==> config.mk <==
export PLATFORM = sky130hd
export DESIGN_NAME = ahb_regfile_ctrl_flat
export DESIGN_NICKNAME = d
export VERILOG_FILES = /design/src/rtl/ahb_regfile_ctrl_if.sv /design/src/rtl/ahb_regfile_ctrl.sv /design/src/flat_wrapper.sv
export SDC_FILE = /design/constraint.sdc
export NUM_CORES = 1
export LEC_CHECK = 0
export CORE_MARGIN = 3
export CORE_UTILIZATION = 30
export CTS_BUF_LIST = sky130_fd_sc_hd__clkbuf_4
export DETAILED_ROUTE_END_ITERATION = 10
export PLACE_DENSITY = 0.68
export SYNTH_ARGS = -nofsm -noshare
export SYNTH_HDL_FRONTEND = slang
export SYNTH_SLANG_ARGS = --single-unit
==> constraint.sdc <==
create_clock -name CLK -period 3.1 [get_ports CLK]
set_input_delay 0.775 -clock CLK [delete_from_list [all_inputs] [get_ports CLK]]
set_output_delay 0.775 -clock CLK [all_outputs]
set_load 0.03 [all_outputs]
==> src/rtl/ahb_regfile_ctrl_if.sv <==
// rtl/ahb_regfile_ctrl_if.sv - AHB-Lite slave-side bus bundle for the register file controller
interface ahb_regfile_ctrl_if #(
  parameter int ADDR_W = 32,
  parameter int DATA_W = 8
);
  logic              HSEL;
  logic [ADDR_W-1:0] HADDR;
  logic [1:0]        HTRANS;
  logic              HWRITE;
  logic [2:0]        HSIZE;
  logic [DATA_W-1:0] HWDATA;
  logic              HREADY;
  logic              HREADYOUT;
  logic              HRESP;
  logic [DATA_W-1:0] HRDATA;

  modport slave (
    input  HSEL, HADDR, HTRANS, HWRITE, HSIZE, HWDATA, HREADY,
    output HREADYOUT, HRESP, HRDATA
  );

  modport master (
    output HSEL, HADDR, HTRANS, HWRITE, HSIZE, HWDATA, HREADY,
    input  HREADYOUT, HRESP, HRDATA
  );
endinterface

==> src/rtl/ahb_regfile_ctrl.sv <==
// rtl/ahb_regfile_ctrl.sv - AHB-Lite slave front end sequencing a registered-read register file
// Zero-wait writes, two-wait-state reads, two-cycle ERROR for illegal transfers or read timeout.
module ahb_regfile_ctrl #(
  parameter int DATA_W  = 8,
  parameter int DEPTH   = 4,
  parameter int ADDR_W  = 32,
  parameter int TIMEOUT = 4
) (
  input  logic                CLK,
  input  logic                RST,
  ahb_regfile_ctrl_if.slave   bus,
  output logic                RF_Wren,
  output logic                RF_Rden,
  output logic [DATA_W-1:0]   RF_WrData,
  output logic [DEPTH-1:0]    RF_Adresse,
  input  logic [DATA_W-1:0]   RF_RdData,
  input  logic                RF_RdData_Valid,
  output logic [7:0]          ERR_CNT
);

  localparam int ALIGN = $clog2(DATA_W / 8);
  localparam logic [ADDR_W-1:0] ALIGN_MASK = ADDR_W'((64'd1 << ALIGN) - 64'd1);
  localparam logic [3:0] CNT_LAST = 4'(TIMEOUT - 1);

  typedef enum logic [2:0] {
    IDLE, WR, RD_REQ, RD_WAIT, RD_DONE, ERR1, ERR2
  } state_t;

  state_t            state, state_n;
  logic [3:0]        cnt;
  logic [DEPTH-1:0]  idx_q;
  logic [DATA_W-1:0] hrdata_q;
  logic [7:0]        err_q;

  logic              ready;
  logic              active;
  logic              legal;
  logic [DEPTH-1:0]  index;

  // Slave is ready only in states whose data phase completes this cycle.
  assign ready  = (state == IDLE) || (state == WR) || (state == RD_DONE) || (state == ERR2);
  assign active = bus.HSEL && bus.HREADY && ((bus.HTRANS == 2'b10) || (bus.HTRANS == 2'b11));
  assign legal  = (bus.HSIZE == 3'(ALIGN)) &&
                  ((bus.HADDR & ALIGN_MASK) == '0) &&
                  ((bus.HADDR >> (DEPTH + ALIGN)) == '0);
  assign index  = bus.HADDR[DEPTH+ALIGN-1:ALIGN];

  always_comb begin
    state_n = state;
    case (state)
      RD_REQ:  state_n = RD_WAIT;
      RD_WAIT: begin
        if (RF_RdData_Valid)
          state_n = RD_DONE;
        else if (cnt == CNT_LAST)
          state_n = ERR1;
      end
      ERR1:    state_n = ERR2;
      default: begin
        state_n = IDLE;
        if (active) begin
          if (!legal)
            state_n = ERR1;
          else if (bus.HWRITE)
            state_n = WR;
          else
            state_n = RD_REQ;
        end
      end
    endcase
  end

  always_ff @(posedge CLK or negedge RST) begin
    if (!RST) begin
      state    <= IDLE;
      cnt      <= '0;
      idx_q    <= '0;
      hrdata_q <= '0;
      err_q    <= '0;
    end else begin
      state <= state_n;
      if (ready && active && legal)
        idx_q <= index;
      if (state == RD_REQ)
        cnt <= '0;
      else if (state == RD_WAIT && !RF_RdData_Valid)
        cnt <= cnt + 4'd1;
      if (state == RD_WAIT && RF_RdData_Valid)
        hrdata_q <= RF_RdData;
      // ERR1 is always entered from a different state, so this counts each response once.
      if (state_n == ERR1 && state != ERR1 && err_q != 8'hFF)
        err_q <= err_q + 8'd1;
    end
  end

  assign bus.HREADYOUT = ready;
  assign bus.HRESP     = (state == ERR1) || (state == ERR2);
  assign bus.HRDATA    = hrdata_q;
  assign RF_Wren       = (state == WR);
  assign RF_Rden       = (state == RD_REQ);
  assign RF_WrData     = (state == WR) ? bus.HWDATA : '0;
  assign RF_Adresse    = idx_q;
  assign ERR_CNT       = err_q;

endmodule

==> src/flat_wrapper.sv <==
// flat-port wrapper written by rule: the top's interface ports become plain ports
module ahb_regfile_ctrl_flat 
#(
  parameter int DATA_W  = 8,
  parameter int DEPTH   = 4,
  parameter int ADDR_W  = 32,
  parameter int TIMEOUT = 4
)
  (CLK, RST, RF_Wren, RF_Rden, RF_WrData, RF_Adresse, RF_RdData, RF_RdData_Valid, ERR_CNT, bus_HSEL, bus_HADDR, bus_HTRANS, bus_HWRITE, bus_HSIZE, bus_HWDATA, bus_HREADY, bus_HREADYOUT, bus_HRESP, bus_HRDATA);
  ahb_regfile_ctrl_if #(.ADDR_W(ADDR_W), .DATA_W(DATA_W)) bus_i ();
  input  logic CLK;
  input  logic RST;
  output logic RF_Wren;
  output logic RF_Rden;
  output logic [DATA_W-1:0] RF_WrData;
  output logic [DEPTH-1:0] RF_Adresse;
  input  logic [DATA_W-1:0] RF_RdData;
  input  logic RF_RdData_Valid;
  output logic [7:0] ERR_CNT;
  input wire logic [$bits(bus_i.HSEL)-1:0] bus_HSEL;
  input wire logic [$bits(bus_i.HADDR)-1:0] bus_HADDR;
  input wire logic [$bits(bus_i.HTRANS)-1:0] bus_HTRANS;
  input wire logic [$bits(bus_i.HWRITE)-1:0] bus_HWRITE;
  input wire logic [$bits(bus_i.HSIZE)-1:0] bus_HSIZE;
  input wire logic [$bits(bus_i.HWDATA)-1:0] bus_HWDATA;
  input wire logic [$bits(bus_i.HREADY)-1:0] bus_HREADY;
  output wire logic [$bits(bus_i.HREADYOUT)-1:0] bus_HREADYOUT;
  output wire logic [$bits(bus_i.HRESP)-1:0] bus_HRESP;
  output wire logic [$bits(bus_i.HRDATA)-1:0] bus_HRDATA;
  assign bus_i.HSEL = bus_HSEL;
  assign bus_i.HADDR = bus_HADDR;
  assign bus_i.HTRANS = bus_HTRANS;
  assign bus_i.HWRITE = bus_HWRITE;
  assign bus_i.HSIZE = bus_HSIZE;
  assign bus_i.HWDATA = bus_HWDATA;
  assign bus_i.HREADY = bus_HREADY;
  assign bus_HREADYOUT = bus_i.HREADYOUT;
  assign bus_HRESP = bus_i.HRESP;
  assign bus_HRDATA = bus_i.HRDATA;
  ahb_regfile_ctrl #(.DATA_W(DATA_W), .DEPTH(DEPTH), .ADDR_W(ADDR_W), .TIMEOUT(TIMEOUT)) u_core (.CLK(CLK), .RST(RST), .bus(bus_i), .RF_Wren(RF_Wren), .RF_Rden(RF_Rden), .RF_WrData(RF_WrData), .RF_Adresse(RF_Adresse), .RF_RdData(RF_RdData), .RF_RdData_Valid(RF_RdData_Valid), .ERR_CNT(ERR_CNT));
endmodule
==> impl_results.md, run 1 <==
* Outcome: finished clean
* Synthesis Warnings at 0
* Num rows at 24
* Hpwl dp at 3.36 mm
* Total global routing overflow at 0
* Worst R2R Start: u_core.cnt[0]$_DFFE_PN0P_
* Max transition margin at 0.742
* # DRC at 0
* Worst setup EP type: primary output
* CTS max path bufs at 2
* Syn nets at approximately 190
* Gpl congestion at 0.847
* End of the worst register-to-register path: u_core.ERR_CNT[7]$_DFFE_PN0P_
* Via density per instance at between 4 and 5
* Worst Setup Start Kind: primary input
* Post-CTS Hold Fix Bufs at 0
* Register area share after synthesis at 0.468
* Die width at roughly 75 um
* Cell Count, Final, Fillers Out at roughly 280
* Pre-CTS setup slack at 205 ps
* CP Launch Point: bus_HWDATA[7]
* Hold Fails Final Rpt at 0
* Vias in the first global route at about 1,400
* Initial Util at 0.321
* RSZ-0062 raised after global routing: false
* CP max FO at 1
* Routed len/inst at 14.9 um
* Met1 Wirelength at about 1.7 mm
* WP data arrival at ~2000 ps
* Post-layout nets at 288
* Fin worst setup slack at between 300 and 400 ps
* Met2 wire length at slightly below 2 mm
* Max-slew violations at 0
* Share of layout cells above drive strength 1 at 0.137
* Largest net degree at the start of global routing at 28
* Count of cell types in the netlist at 38
* FMAX at between 0.3 and 0.4 GHz
* Hold WC Path Type: reg2reg
* PostCTS Resize Cnt at 0
* Worst-Skew Late Latency at between 300 and 400 ps
* Area of the mapped netlist at roughly 1400 um2
* FF+latch area at around 680 um2
* Placed cells at roughly 270
* Hold_ws at about 520 ps
* Tmin final at ~2800 ps
* First-pass GRT wire length at 6.33 mm
* ANT cells at 0
* Max-cap violations at 0
* Layout Skew at around 1.4 ps
* Most used DFF post-synth: dfrtp_1
* Asr flop ratio synth at 1.00
* Crit share post-route at 0.899
* H-tree Lvls at 1
* Clk root buf: clkbuf_4
* Routed WL at 4.15 mm
* Max IR drop VDD at 0.407 mV
* TritonCTS clock tree: built
* Worst min-delay path startpoint: u_core.bus.HRDATA[7]$_DFFE_PN0P_
* Setup bufs post-CTS at 0
* WS Path Type: in2out
* Synth Register Bits at 27
* Multi-input gate area at 749 um2
* WP data required at ~2300 ps
* Worst slew pin tran at approximately 380 ps
* Final TNS setup at 0 ps
* Most common cell after layout, fill and taps aside: clkdlybuf4s50_1
* Number of synthesized flops with an enable pin at 0
* Max layer used: met4
* Pre-antenna DRT Iters at 4
* Area growth, synth to finish at 70.0%
* Static leakage at roughly 0.0010 uW
* Buffers added on ports at 89
* R2R Setup Slk at roughly 1100 ps
* Initial drt markers at 48
* Fill count at 420
* Initial antenna violation count at 0
* Most frequent cells in the layout: clkdlybuf4s50_1 (89), dfrtp_1 (27), mux2_2 (16)
* Die Area at between 5000 and 6000 um2
* Avg Cell Area, Syn at approximately 11 um2
* DRT antenna net count at 0
* Core area at between 4000 and 5000 um2
* Mapped Cells at 130
* Setup violations, final at 0
* I/O pins at 91
* Clock sink count at 27
* Power density over the cells at 630 nW/um2
* Cells on worst reg2reg path at 5
* Via count at roughly 1,400
* Overall Global Routing Usage at 0.144
* Total power at between 1500 and 2000 uW
* Die height at ~75 um
* Total CTS buffers at 3
* Crit path to: RF_WrData[7]
* WL met3 at 500 um
* Clock transition at path regs at 150 ps
power by group:
part	switching, uW	leakage (uW)	internal, uW	total (uW)
sequential	82.1	0.000362	450	532
combinational	440	0.000639	412	852
clock	110	0.0000183	52.6	163
how the worst min path moves through the flow:
stage | end | slack, ps | cells past startpoint
after floorplan | u_core.ERR_CNT[0]$_DFFE_PN0P_ | 480 | 0
after global placement | u_core.bus.HRDATA[4]$_DFFE_PN0P_ | 490 | 1
after detailed placement | u_core.bus.HRDATA[7]$_DFFE_PN0P_ | 490 | 1
after CTS | u_core.bus.HRDATA[7]$_DFFE_PN0P_ | 530 | 1
after global routing | u_core.bus.HRDATA[7]$_DFFE_PN0P_ | 540 | 1
final | u_core.bus.HRDATA[7]$_DFFE_PN0P_ | 520 | 1
layer usage:
layer  vias up  global-route usage
met3         2              0.0343
met2        71               0.257
li1        677                   -
met1       637               0.171
met5         -                   0
met4         0              0.0447
Yosys cell counts (all sizes together) (3+ instances only):
| master | number | share of area |
|---|---|---|
| dfrtp | 27 | 0.47 |
| mux2 | 16 | 0.12 |
| and2 | 10 | 0.043 |
| nand2 | 9 | 0.023 |
| nor4 | 7 | 0.030 |
| nor2 | 5 | 0.013 |
| a21oi | 4 | 0.016 |
| a22o | 4 | 0.024 |
| nand3 | 3 | 0.010 |
| nand4 | 3 | 0.013 |
| nor3 | 3 | 0.010 |
| nor3b | 3 | 0.023 |
| o21ai | 3 | 0.010 |
| xor2 | 3 | 0.018 |
worst max-delay path, cell delays in order:
cell and delay, ps:
clkdlybuf4s50_1 450, and2_1 110, clkdlybuf4s50_1 680
flip-flops by register name, indices dropped and copies added (netlist names):
register / flops
u_core.bus.HRDATA: 8
u_core.cnt: 4
u_core.state: 3
u_core.ERR_CNT: 8
u_core.RF_Adresse: 4
cells by family (layout without fill, tap and decap cells):
family | count (synthesis) | after routing | synth area share
AND/OR/NAND/NOR | 54 | 54 | 0.224
flip-flops | 27 | 27 | 0.468
AO/OA/AOI/OAI | 23 | 23 | 0.127
multiplexers | 17 | 17 | 0.132
buffers and inverters | 4 | 100 | 0.0139
XOR/XNOR | 3 | 3 | 0.0182
adder cells (fa/ha/maj) | 2 | 2 | 0.0173
cell type report:
class / count / area share
tap: 52 / 0.0265
multi-input combinational: 99 / 0.305
timing repair buffer: 94 / 0.378
clock buffer: 3 / 0.00916
inverter: 2 / 0.00305
sequential: 27 / 0.275
clock inverter: 1 / 0.00356
metrics by stage:
stage	utilization	cell area [um2]
after floorplan	-	1450
after global placement	0.539	2430
after detailed placement	0.539	2430
after CTS	0.546	2460
after global routing	0.546	2460
final	0.546	2460
(Power assumes the default switching activity.)
==> run 2, diff against run 1 <==
Settings changed: DONT_BUFFER_PORTS set to 1, PLACE_DENSITY 0.68 to unset.
==> run 2 against run 1 <==
Effect of this change:
- clock power is 5% lower
- flip-flop and latch count stayed put
- core utilization is 20 points lower
- first-iteration DRC count is 31% higher
- cell count is 33% lower
- worst setup slack better by 270 ps
- critical path depth is 1 lower
- non-clock buffer count is 93 lower
- die area stayed put
- critical path type is now reg2out
- largest cell class is now multi-input combinational cells
==> impl_results.md, run 2 (synthesis results as in run 1) <==
* CP max FO at 12 (+11)
* H-tree Lvls at 1 (unchanged)
* Switching fraction of total power at 0.475 (+0.0665)
* Max IR drop VDD at 0.427 mV (+4.9%)
* Die Area at 5690 um2 (unchanged)
* I/O pins at 91 (unchanged)
* Hold_ws at 110 ps (-411 ps)
* Post-CTS Hold Fix Bufs at 0 (unchanged)
* Setup bufs post-CTS at 0 (unchanged)
* Crit path to: RF_WrData[0]
* Most common cell after layout, fill and taps aside: dfrtp_1
* Initial antenna violation count at 0 (unchanged)
* Most frequent cells in the layout: dfrtp_1 (27), mux2_2 (16), and2_1 (10)
* Worst slew pin tran at 769 ps (+386 ps)
* Pre-antenna DRT Iters at 4 (unchanged)
* Die height at 75.4 um (unchanged)
* Hpwl dp at 2.72 mm (-19%)
* Largest stage delay, worst path at 600 ps (-80 ps)
* Num rows at 24 (unchanged)
* Die width at 75.4 um (unchanged)
* Sequential fraction of design power at 0.581 (+0.237)
* R2R Setup Slk at 910 ps (-180 ps)
* PostCTS Resize Cnt at 0 (unchanged)
* Worst R2R Start: u_core.state[2]$_DFF_PN0_
* End of the worst register-to-register path: u_core.RF_Adresse[0]$_DFFE_PN0P_
* Total CTS buffers at 3 (unchanged)
* DRT antenna net count at 0 (unchanged)
* WP data required at 2320 ps (about the same)
* Clk root buf: clkbuf_4
* Area growth, synth to finish at 6.58%
* Static leakage at 0.000663 uW (-35%)
* Total global routing overflow at 0 (unchanged)
* ANT cells at 0 (unchanged)
* Setup violations, final at 0 (unchanged)
* Final TNS setup at 0 ps (unchanged)
* Hold Fails Final Rpt at 0 (unchanged)
* Internal power at 645 uW (-30%)
* Buffers added on ports at 0 (-100%)
* Comb pwr share at 0.294 (-0.257)
* Hold WC Path Type: in2async
* Max-cap violations at 0 (unchanged)
* Clock sink count at 27 (unchanged)
* Routed len/inst at 17.8 um (+19%)
* Outcome: finished clean
* Clock transition at path regs at 160 ps (about the same)
* RSZ-0062 raised after global routing: false
* Psw at 584 uW (-7.6%)
* CP Launch Point: u_core.state[0]$_DFF_PN0_
* Gpl congestion at 0.859 (+1.4%)
* Cell chain of the critical path: nor3b_2, and2_1
* TritonCTS clock tree: built
* Worst-Skew Late Latency at 330 ps (about the same)
* CP max-delay cell: dfrtp_1
* Via count at 1,073 (-23%)
* CTS max path bufs at 2 (unchanged)
* Post-layout nets at 195 (-32%)
* Worst setup EP type: primary output
* Share of layout cells above drive strength 1 at 0.211 (+0.0734)
* Routed WL at 3.30 mm (-20%)
* # DRC at 0 (unchanged)
* Layout Skew at 16.8 ps (+15.4 ps)
* Initial Util at 0.321 (unchanged)
* Clk network pwr share at 0.126 (+0.021)
* Vias in the first global route at 1,141 (-18%)
* WP data arrival at 1750 ps (-260 ps)
* Max-slew violations at 0 (unchanged)
* Tmin final at 2520 ps (-267 ps)
* Largest net degree at the start of global routing at 28 (unchanged)
* Core area at 4500 um2 (unchanged)
* Final core utilization at 0.342 (-0.204)
* First-pass GRT wire length at 5.23 mm (-17%)
* Via density per instance at 5.80 (+16%)
* Cells on worst reg2reg path at 4 (-1)
* Initial drt markers at 63 (+31%)
* Overall Global Routing Usage at 0.121 (-0.0231)
* Max transition margin at 0.487 (-0.254)
* Worst Setup Start Kind: flip-flop
* Power density over the cells at 798 nW/um2 (+27%)
* WS Path Type: reg2out
* Crit share post-route at 0.813 (-0.0861)
* FMAX at 0.397 GHz (+11%)
run 2: changes by cell type in the layout (fill, tap and decap cells not counted):
cell             delta
inv_6               -1
buf_4               -4
clkdlybuf4s50_1    -89
nor3b_2             +1
nor3b_1             -1
clkinvlp_4          +1
run 2: worst min-delay path by stage:
stage | startpoint | endpoint | depth (start not counted)
6_report | RST | u_core.cnt[2]$_DFFE_PN0P_ | 0
5_1_grt | RST | u_core.bus.HRDATA[0]$_DFFE_PN0P_ | 0
4_1_cts | RST | u_core.bus.HRDATA[2]$_DFFE_PN0P_ | 0
3_5_place_dp | RST | u_core.bus.HRDATA[3]$_DFFE_PN0P_ | 0
3_3_place_gp | RST | u_core.bus.HRDATA[4]$_DFFE_PN0P_ | 0
2_1_floorplan | RST | u_core.ERR_CNT[0]$_DFFE_PN0P_ | 0
run 2: through the flow:
stage	cell area [um2]	worst slack [ps]	power, uW	std cells
global placement	1510	787	1070	181
finish	1540	579	1230	185
global route	1540	370	1310	185
detailed placement	1510	711	1090	181
floorplan	1450	357	1010	130
CTS	1540	542	1250	185
run 2: layer usage:
metal  vias to the layer above  wire, um  global-route usage
met5                         -         0                   0
met4                         0        20              0.0233
met3                         2       302              0.0409
met2                        75      1820               0.242
met1                       508      1150               0.120
li1                        488         -                   -
run 2: power by group through the flow:
| stage | clock network, uW | logic, uW | registers, uW |
|---|---|---|---|
| after floorplan | 0 | 327 | 679 |
| after global placement | 0 | 350 | 717 |
| after detailed placement | 0 | 363 | 724 |
| after CTS | 166 | 363 | 717 |
| after global routing | 176 | 401 | 735 |
| final | 155 | 361 | 713 |
run 2: worst max-delay path: cells and delay by family (launching register included):
family / cells / cell delay, ps
AND/OR/NAND/NOR: 2 / 810
flip-flops: 1 / 600
run 2: area by class of cell:
type	instances	area, um2
Clock buffer	3	22.5
Clock inverter	1	7.51
Fill cell	453	2960
Inverter	2	7.51
Multi-Input combinational cell	99	754
Sequential cell	27	676
Tap cell	52	65.1
Timing Repair Buffer	1	7.51
==> run 3, diff against run 2 <==
Clock period 3.1 ns to 2.02 ns, I/O delays scaled along.
==> run 3 against run 2 <==
Effect of this change:
- hold slack improved by 220 ps
- first-iteration DRC count is 43% lower
- flip-flop and latch count is the same
- non-clock buffer count increased by 24
- register-to-register slack got worse by 770 ps
- global-route usage grew 0.27 points
- die area is the same
- clock skew shrank 9.1 ps
- critical path type unchanged
- largest cell class unchanged
- largest power group unchanged
==> impl_results.md, run 3 (synthesis results as in run 1) <==
* Outcome: finished clean
* WP data required at 1510 ps (-810 ps)
* Total global routing overflow at 0 (unchanged)
* Initial drt markers at 36 (-43%)
* RSZ-0062 raised after global routing: false
* Critical path's most frequent cell: buf_4
* Die Area at 5690 um2 (unchanged)
* Largest stage delay, worst path at 490 ps (-110 ps)
* Worst Setup Start Kind: flip-flop
* Die width at 75.4 um (unchanged)
* Die height at 75.4 um (unchanged)
* Setup violations, final at 0 (unchanged)
* WP data arrival at 1420 ps (-330 ps)
* Cell chain of the critical path: nand2b_1, buf_4, nor2_1, buf_4
* Pre-CTS setup slack at -5.45 ps (-716 ps)
* Core area at 4500 um2 (unchanged)
* Gpl congestion at 0.815 (-5.2%)
* Via count at 1,146 (+6.8%)
* I/O pins at 91 (unchanged)
* Max transition margin at 0.735 (+0.248)
* Crit share post-route at 0.954
* Most frequent cells in the layout: dfrtp_1 (24), buf_4 (23), mux2_2 (16)
* Max-cap violations at 0 (unchanged)
* Worst path bufs/invs at 2 (+2)
* WS Path Type: reg2out
* Share of layout cells above drive strength 1 at 0.361 (+0.150)
* Final TNS setup at 0 ps (unchanged)
* CP max FO at 9 (-3)
* Initial antenna violation count at 0 (unchanged)
* ANT cells at 0 (unchanged)
* Fin worst setup slack at 93.1 ps (-486 ps)
* Fill count at 440 (-2.9%)
* Worst-Skew Late Latency at 320 ps (about the same)
* Initial Util at 0.321 (unchanged)
* Area growth, synth to finish at 22.3%
* FMAX at a little over 0.5 GHz
* Tmin final at 1930 ps
* H-tree Lvls at 1 (unchanged)
* DRT antenna net count at 0 (unchanged)
* Static leakage at 0.000796 uW (+20%)
* Routed len/inst at 17.6 um (-1.4%)
* Worst setup EP type: primary output
* Clock sink count at 27 (unchanged)
* TritonCTS clock tree: built
* Post-layout nets at 220 (+13%)
* Buffers added on ports at 0 (unchanged)
* CTS max path bufs at 2 (unchanged)
* CP max-delay cell: dfrtp_2
* Overall Global Routing Usage at 0.124 (+0.00275)
* Most common cell after layout, fill and taps aside: dfrtp_1
* # DRC at 0 (unchanged)
* Clk root buf: clkbuf_4
* Max IR drop VDD at 0.540 mV (+26%)
* Pre-antenna DRT Iters at 4 (unchanged)
* Vias in the first global route at 1,198 (+5.0%)
* Hold Fails Final Rpt at 0 (unchanged)
* Num rows at 24 (unchanged)
* Layout Skew at 7.67 ps (-9.13 ps)
* Total CTS buffers at 3 (unchanged)
* Worst slew pin tran at 397 ps (-372 ps)
* Max-slew violations at 0 (unchanged)
* Routed WL at 3.69 mm (+12%)
* Largest net degree at the start of global routing at 28 (unchanged)
* Power density over the cells at 1200 nW/um2 (+51%)
* Clock transition at path regs at 150 ps (about the same)
* First-pass GRT wire length at 5.28 mm (+0.92%)
* Via density per instance at 5.46 (-5.9%)
* CP top delay family: flip-flops
* Hpwl dp at 2.88 mm (+6.0%)
* Hold WC Path Type: in2reg
-- run 3: layout make-up --
cell class	count	area, um2	share of cell area
inverter	2	7.51	0.00425
sequential	27	679	0.385
tap	52	65.1	0.0368
multi-input combinational	100	782	0.443
clock buffer	4	30.0	0.0170
timing repair buffer	25	203	0.115
-- run 3: layer usage --
metal  track usage  part of all wire  vias up  wire, um
li1              -                 -      546         -
met1         0.126              0.37      529      1350
met2         0.246              0.53       67      1970
met3        0.0211             0.087        4       320
met4        0.0485             0.012        0        45
met5             0                 0        -         0
-- run 3: worst paths after layout --
| kind | depth (start not counted) | end | from | slack [ps] |
|---|---|---|---|---|
| setup / recovery | 4 | RF_Rden | u_core.state[2]$_DFF_PN0_ | 90 |
| min in group asynchronous | 2 | u_core.ERR_CNT[3]$_DFFE_PN0P_ | RST | 610 |
| hold / removal | 1 | u_core.bus.HRDATA[6]$_DFFE_PN0P_ | RF_RdData[6] | 330 |
| max in group asynchronous | 2 | u_core.state[0]$_DFF_PN0_ | RST | 1240 |
| hold reg to reg | 1 | u_core.cnt[1]$_DFFE_PN0P_ | u_core.cnt[1]$_DFFE_PN0P_ | 610 |
| setup reg to reg | 7 | u_core.ERR_CNT[4]$_DFFE_PN0P_ | u_core.cnt[1]$_DFFE_PN0P_ | 140 |
-- run 3: repair_timing --
| action | 4_1_cts | 5_1_grt |
|---|---|---|
| hold endpoints to repair | 27 | 0 |
| setup endpoints to repair | 11 | 11 |
| hold buffers | 2 | 0 |
| gates resized for setup | 2 | 4 |
| buffers inserted | 1 | 2 |
| pin swaps | 1 | 0 |
| cloned | 0 | 1 |
-- run 3: stage by stage --
step	total power (uW)	cells	util	hold WS, ps	cell area (um2)
2_1_floorplan	1550	130	-	209	1450
3_3_place_gp	1780	200	0.367	210	1650
3_5_place_dp	1810	200	0.367	210	1650
4_1_cts	2090	207	0.384	316	1730
5_1_grt	2260	210	0.392	293	1770
6_report	2120	210	0.392	325	1770
-- run 3: where the power goes --
part | switching, uW | internal, uW | leakage (uW)
registers | 333 | 694 | 0.000358
clock network | 156 | 90.6 | 0.0000184
logic | 465 | 384 | 0.000420
total | 955 | 1170 | 0.000796
